### config.mk
export PLATFORM = sky130hd
export DESIGN_NAME = board_ram_arbiter_flat
export DESIGN_NICKNAME = d
export VERILOG_FILES = /design/src/rtl/board_ram_arbiter_if.sv /design/src/rtl/board_ram_arbiter.sv /design/src/flat_wrapper.sv
export SDC_FILE = /design/constraint.sdc
export NUM_CORES = 1
export LEC_CHECK = 0
export ABC_AREA = 1
export BUFFER_PORTS_ARGS = -buffer_cell sky130_fd_sc_hd__buf_2
export CAP_MARGIN = 20
export CORE_UTILIZATION = 40
export DETAILED_ROUTE_END_ITERATION = 10
export PLACE_DENSITY = 0.7
export SETUP_SLACK_MARGIN = 0.02
export SLEW_MARGIN = 20
export SYNTH_ARGS = -nofsm -noshare
export SYNTH_HDL_FRONTEND = slang
export SYNTH_SLANG_ARGS = --single-unit
### constraint.sdc
create_clock -name clk -period 7.15 [get_ports clk]
set_input_delay 1.43 -clock clk [delete_from_list [all_inputs] [get_ports clk]]
set_output_delay 1.43 -clock clk [all_outputs]
set_load 0.005 [all_outputs]
### src/rtl/board_ram_arbiter_if.sv
// board_ram_arbiter_if: game-logic request/response bus into the board RAM arbiter.
//   game_req/game_we/game_addr/game_wdata : requester -> arbiter, held until game_ack
//   game_ack                              : arbiter -> requester, access issued this cycle
//   game_rvalid/game_rdata                : arbiter -> requester, read return pulse and data
interface board_ram_arbiter_if #(
    parameter int CELL_BITS = 4
);
    logic                 game_req;
    logic                 game_we;
    logic [8:0]           game_addr;
    logic [CELL_BITS-1:0] game_wdata;
    logic                 game_ack;
    logic                 game_rvalid;
    logic [CELL_BITS-1:0] game_rdata;

    modport master (
        output game_req, game_we, game_addr, game_wdata,
        input  game_ack, game_rvalid, game_rdata
    );

    modport slave (
        input  game_req, game_we, game_addr, game_wdata,
        output game_ack, game_rvalid, game_rdata
    );
endinterface

### src/rtl/board_ram_arbiter.sv
// board_ram_arbiter: shares the single-port board RAM between VGA prefetch, bulk clear and game logic.
//   clk, rst                    : pixel clock, synchronous active-high reset
//   video_x, video_y, video_cell: scan position in, cell code under the beam out
//   game                        : game-logic request/response bus (slave side)
//   clear_start, busy, clear_done: bulk clear control and status
//   ram_addr, ram_we, ram_wdata, ram_rdata: single-port RAM, one-cycle read latency
module board_ram_arbiter #(
    parameter int                   COLS        = 20,
    parameter int                   ROWS        = 15,
    parameter int                   CELL_BITS   = 4,
    parameter logic [CELL_BITS-1:0] CLEAR_VALUE = 4'hA,
    parameter int                   H_ACTIVE    = 640,
    parameter int                   H_TOTAL     = 800,
    parameter int                   V_ACTIVE    = 480,
    parameter int                   V_TOTAL     = 525
) (
    input  logic                 clk,
    input  logic                 rst,
    input  logic [9:0]           video_x,
    input  logic [9:0]           video_y,
    output logic [CELL_BITS-1:0] video_cell,
    board_ram_arbiter_if.slave   game,
    input  logic                 clear_start,
    output logic                 busy,
    output logic                 clear_done,
    output logic [8:0]           ram_addr,
    output logic                 ram_we,
    output logic [CELL_BITS-1:0] ram_wdata,
    input  logic [CELL_BITS-1:0] ram_rdata
);
    localparam int         CELLS  = COLS * ROWS;
    localparam logic [8:0] COLS9  = 9'(COLS);
    localparam logic [8:0] CELLS9 = 9'(CELLS);

    typedef enum logic {IDLE, CLEAR} state_t;

    state_t               state, state_next;
    logic [8:0]           cnt, cnt_next;
    logic                 clear_done_next;
    logic [9:0]           ny;
    logic                 mid_slot, sol_slot, video_slot, clear_wr;
    logic [8:0]           video_addr;
    logic                 slot_d, pf_ok, rd_d1, oob_d1;
    logic [CELL_BITS-1:0] pf;

    // Mid-line slots fetch the next column of the current row; the slot at x=796
    // fetches column 0 of the following line so it is ready at x=0.
    assign ny         = (video_y == 10'(V_TOTAL - 1)) ? '0 : video_y + 10'd1;
    assign mid_slot   = video_x < 10'(H_ACTIVE) && video_y < 10'(V_ACTIVE) && video_x[4:0] == 5'd28
                        && {1'b0, video_x[9:5]} + 6'd1 < 6'(COLS);
    assign sol_slot   = video_x == 10'(H_TOTAL - 4) && ny < 10'(V_ACTIVE);
    assign video_slot = !rst && (mid_slot || sol_slot);
    assign video_addr = mid_slot ? {4'b0, video_y[9:5]} * COLS9 + {4'b0, video_x[9:5]} + 9'd1
                                 : {4'b0, ny[9:5]} * COLS9;

    assign busy          = state == CLEAR;
    assign clear_wr      = !rst && state == CLEAR && !video_slot;
    assign game.game_ack = !rst && game.game_req && state == IDLE && !clear_start && !video_slot;

    always_comb begin
        state_next      = state;
        cnt_next        = cnt;
        clear_done_next = 1'b0;
        if (state == IDLE && clear_start) begin
            state_next = CLEAR;
            cnt_next   = '0;
        end
        if (clear_wr) begin
            cnt_next = cnt + 9'd1;
            if (cnt == CELLS9 - 9'd1) begin
                state_next      = IDLE;
                clear_done_next = 1'b1;
            end
        end
        ram_addr  = video_slot ? video_addr : clear_wr ? cnt : game.game_ack ? game.game_addr : '0;
        ram_we    = clear_wr || (game.game_ack && game.game_we && game.game_addr < CELLS9);
        ram_wdata = clear_wr ? CLEAR_VALUE : game.game_ack ? game.game_wdata : '0;
    end

    always_ff @(posedge clk) begin
        if (rst) begin
            state            <= IDLE;
            cnt              <= '0;
            clear_done       <= 1'b0;
            slot_d           <= 1'b0;
            pf               <= '0;
            pf_ok            <= 1'b0;
            video_cell       <= '0;
            rd_d1            <= 1'b0;
            oob_d1           <= 1'b0;
            game.game_rvalid <= 1'b0;
            game.game_rdata  <= '0;
        end else begin
            state      <= state_next;
            cnt        <= cnt_next;
            clear_done <= clear_done_next;
            slot_d     <= video_slot;
            // Hand the prefetched code to the renderer on the last pixel of the current cell.
            if (video_x[4:0] == 5'd31 && pf_ok) begin
                video_cell <= pf;
                pf_ok      <= 1'b0;
            end
            if (slot_d) begin
                pf    <= ram_rdata;
                pf_ok <= 1'b1;
            end
            rd_d1            <= game.game_ack && !game.game_we;
            oob_d1           <= game.game_addr >= CELLS9;
            game.game_rvalid <= rd_d1;
            if (rd_d1)
                game.game_rdata <= oob_d1 ? '0 : ram_rdata;
        end
    end
endmodule

### src/flat_wrapper.sv
// flat-port wrapper written by rule: the top's interface ports become plain ports
module board_ram_arbiter_flat 
#(
    parameter int                   COLS        = 20,
    parameter int                   ROWS        = 15,
    parameter int                   CELL_BITS   = 4,
    parameter logic [CELL_BITS-1:0] CLEAR_VALUE = 4'hA,
    parameter int                   H_ACTIVE    = 640,
    parameter int                   H_TOTAL     = 800,
    parameter int                   V_ACTIVE    = 480,
    parameter int                   V_TOTAL     = 525
)
  (clk, rst, video_x, video_y, video_cell, clear_start, busy, clear_done, ram_addr, ram_we, ram_wdata, ram_rdata, game_game_req, game_game_we, game_game_addr, game_game_wdata, game_game_ack, game_game_rvalid, game_game_rdata);
  board_ram_arbiter_if #(.CELL_BITS(CELL_BITS)) game_i ();
  input  logic clk;
  input  logic rst;
  input  logic [9:0] video_x;
  input  logic [9:0] video_y;
  output logic [CELL_BITS-1:0] video_cell;
  input  logic clear_start;
  output logic busy;
  output logic clear_done;
  output logic [8:0] ram_addr;
  output logic ram_we;
  output logic [CELL_BITS-1:0] ram_wdata;
  input  logic [CELL_BITS-1:0] ram_rdata;
  input wire logic [$bits(game_i.game_req)-1:0] game_game_req;
  input wire logic [$bits(game_i.game_we)-1:0] game_game_we;
  input wire logic [$bits(game_i.game_addr)-1:0] game_game_addr;
  input wire logic [$bits(game_i.game_wdata)-1:0] game_game_wdata;
  output wire logic [$bits(game_i.game_ack)-1:0] game_game_ack;
  output wire logic [$bits(game_i.game_rvalid)-1:0] game_game_rvalid;
  output wire logic [$bits(game_i.game_rdata)-1:0] game_game_rdata;
  assign game_i.game_req = game_game_req;
  assign game_i.game_we = game_game_we;
  assign game_i.game_addr = game_game_addr;
  assign game_i.game_wdata = game_game_wdata;
  assign game_game_ack = game_i.game_ack;
  assign game_game_rvalid = game_i.game_rvalid;
  assign game_game_rdata = game_i.game_rdata;
  board_ram_arbiter #(.COLS(COLS), .ROWS(ROWS), .CELL_BITS(CELL_BITS), .CLEAR_VALUE(CLEAR_VALUE), .H_ACTIVE(H_ACTIVE), .H_TOTAL(H_TOTAL), .V_ACTIVE(V_ACTIVE), .V_TOTAL(V_TOTAL)) u_core (.clk(clk), .rst(rst), .video_x(video_x), .video_y(video_y), .video_cell(video_cell), .game(game_i), .clear_start(clear_start), .busy(busy), .clear_done(clear_done), .ram_addr(ram_addr), .ram_we(ram_we), .ram_wdata(ram_wdata), .ram_rdata(ram_rdata));
endmodule
==> metrics.cfg <==
[critical_path]
cp.arrival_ns=3.74
slowest_stage=fa_1
path_cells=buf_2 -> nand2_2 -> nor2_4 -> nand3_2 -> xor2_1 -> inv_1 -> ha_1 -> ha_1 -> inv_1 -> fa_1 -> or2_2 -> nand2_1 -> nand2_1 -> nand3_1 -> buf_2
crit_fanout=6
crit_path_start_kind=input port
worstSetupPathType=input port to output port
required_ns=5.72
max_stage_delay_ns=0.41
cp-end-kind=output port
cp_top_family=adder cells
reg2reg_from=u_core.busy
worstSetupStartpoint=video_y[5]
crit_buf_inv=4

[sta]
finalHoldWorstSlack_ns=0.446
tightest_slew_ns=0.805
slew_violations=0
hold_violations=0
maxSlewHeadroom_pct=46.3
rsz0062_at_grt=false
max_freq_mhz=194
finalCriticalPeriod_ns=5.17
finClkSkew_ns=0.00366
setup-violations-final=0
post-route-period-util_pct=72.2
tns_ns=0

[place]
dpl_cell_area_sq_um=2710
port_buffers=67
routabilityCongestion=0.837
dp_hpwl_um=4630

[power_and_ir_drop]
p_leak_nw=1.41
vdd_drop_max_uv=76.6
pwr_density_cell_nw_per_um2=138

[clocking]
worst_skew_pair.late_latency_ns=0.28
cts_setup_buffers=0
cts-resized-gates=0
cts_tree=built
clock-sinks=28
htreeDepth=1
clock_path_buffers=2
clk_pin_slew_ns=0.09
numCtsBuffers=3
holdBufCountCts=0
clockRootBuffer=clkbuf_8

[floorplanning]
die_x_um=78.8
die-area_sq_um=6210
die_height_um=78.8
boundaryPins=68
initial_core_util_pct=42.1
core_area_sq_um=5610
rows=27

[routing]
drc=0
drtIter0Drc=109
postRouteAntennaNets=0
wl_per_cell_um=12.0
wirelength_um=5860
firstDrtPassIters=4
via_count=2498
viasPerCell=5.13

[global_route]
grt_max_degree=22
grt_pass1_wl_um=9900
grt_pass1_vias=2332
grt_overflow_total=0
antenna_found_initial=0
grt.total_usage_pct=19.5

[synth]
synth-edff-count=0
yosysTopAreaCellShare_pct=23.8
syn_avg_cell_area_sq_um=6.68
ys_seq_area_share_pct=23.8
yosys_warnings=0
synth.net_count=414
synth_ff_type=dfxtp_1
synth_top_cell_by_area=dfxtp_1
synth_cell_types=35
ys_async_sr_fraction_pct=0
postSynthCellCount=353
synth_area_leaders=dfxtp_1 24%, nand3_1 12%, nand2_1 9.2%
syn_area_sq_um=2360
ys_seq_elements=28

[cells_and_area]
design_area_sq_um=2780
nFillCells=600
antenna_cells=0
drive_gt1_share_pct=21.9
final_nets=477
area_delta_synth_final_pct=17.9

[worst_hold_path]
hold_path_class=flip-flop to flip-flop
hold_start=u_core.video_cell[2]

[run]
drv_cap=0

[outcome]
status=finished clean

layout by cell type, fill, tap and decap left out, types with 2 or more instances in the layout:
cell type,netlist,final
xor2_1,7,7
inv_1,42,42
fa_1,2,2
nand3_2,3,3
a21oi_1,23,23
nor3_1,2,2
nand2_2,4,4
nand3_1,56,56
clkbuf_8,0,3
xnor2_1,7,7
nor2_4,3,3
ha_1,17,17
nor2_1,36,36
nand4_1,15,15
dfxtp_1,28,28
inv_2,4,4
nand2_1,58,58
nor2_2,2,2
buf_2,0,67
o21ai_0,21,21
metal layers:
layer  global-route usage [%]  part of all wire, %  vias up
li1                         -                    -     1300
met1                     25.4                   47     1125
met2                     33.8                   47       71
met3                     3.22                  5.5        2
met4                     3.70                 0.44        0
met5                        0                    0        -
report_power, final:
part           leakage (nW)  internal [mW]  switching, mW
Clock                0.0357         0.0750         0.0508
Combinational          1.15         0.0412         0.0583
Sequential            0.226          0.158        0.00137
stage by stage:
stage	utilization (%)	total power [mW]	cells	setup WS, ns
floorplan	-	0.228	353	2.45
global placement	48.3	0.261	483	2.03
detailed placement	48.3	0.262	483	2.01
CTS	49.6	0.386	487	1.98
global route	49.6	0.407	487	1.81
finish	49.6	0.385	487	1.98
logic make-up after synthesis:
kind of cell             Yosys count  synth area share [%]
XOR/XNOR                          14                  5.20
adder cells (fa/ha/maj)           19                  10.7
flip-flops                        28                  23.8
AND/OR/NAND/NOR                  185                  38.2
buffers and inverters             56                  10.7
AO/OA/AOI/OAI                     51                  11.5
area by class of cell:
class                      instances  area (sq um)  area share (%)
multi-input combinational        269          1550            55.6
inverter                          47           176            6.35
sequential                        28           561            20.2
clock inverter                     1          30.0            1.08
timing repair buffer              67           335            12.1
tap                               72          90.1            3.24
clock buffer                       3          41.3            1.49
sequential cells by signal (all words and copies together) (netlist names):
signal                   count
u_core.cnt                   9
u_core.game.game_rdata       4
u_core.pf                    4
u_core.video_cell            4
u_core.busy                  1
u_core.clear_done            1
u_core.game.game_rvalid      1
u_core.oob_d1                1
u_core.pf_ok                 1
u_core.rd_d1                 1
u_core.slot_d                1
cells in the mapped netlist, types with 4 or more instances:
cell type   n
buf_6       5
o21ai_0    21
nor2_1     36
a21oi_1    23
ha_1       17
inv_1      42
nand4_1    15
dfxtp_1    28
inv_2       4
xor2_1      7
xnor2_1     7
nand2_2     4
nand3_1    56
nand2_1    58
path summary, 6_finish.rpt:
kind / to / cells past startpoint / slack, ns
setup / recovery: ram_addr[6] / 15 / 1.98
hold / removal: u_core.video_cell[2] / 2 / 0.45
setup reg to reg: u_core.busy / 5 / 5.44
hold reg to reg: u_core.video_cell[2] / 2 / 0.45
tightest hold or removal path, cell delays in order (launching register included):
cell     delay (ns)
dfxtp_1        0.32
inv_1          0.04
a21oi_1        0.05
Power figures use the tool's default switching activity.
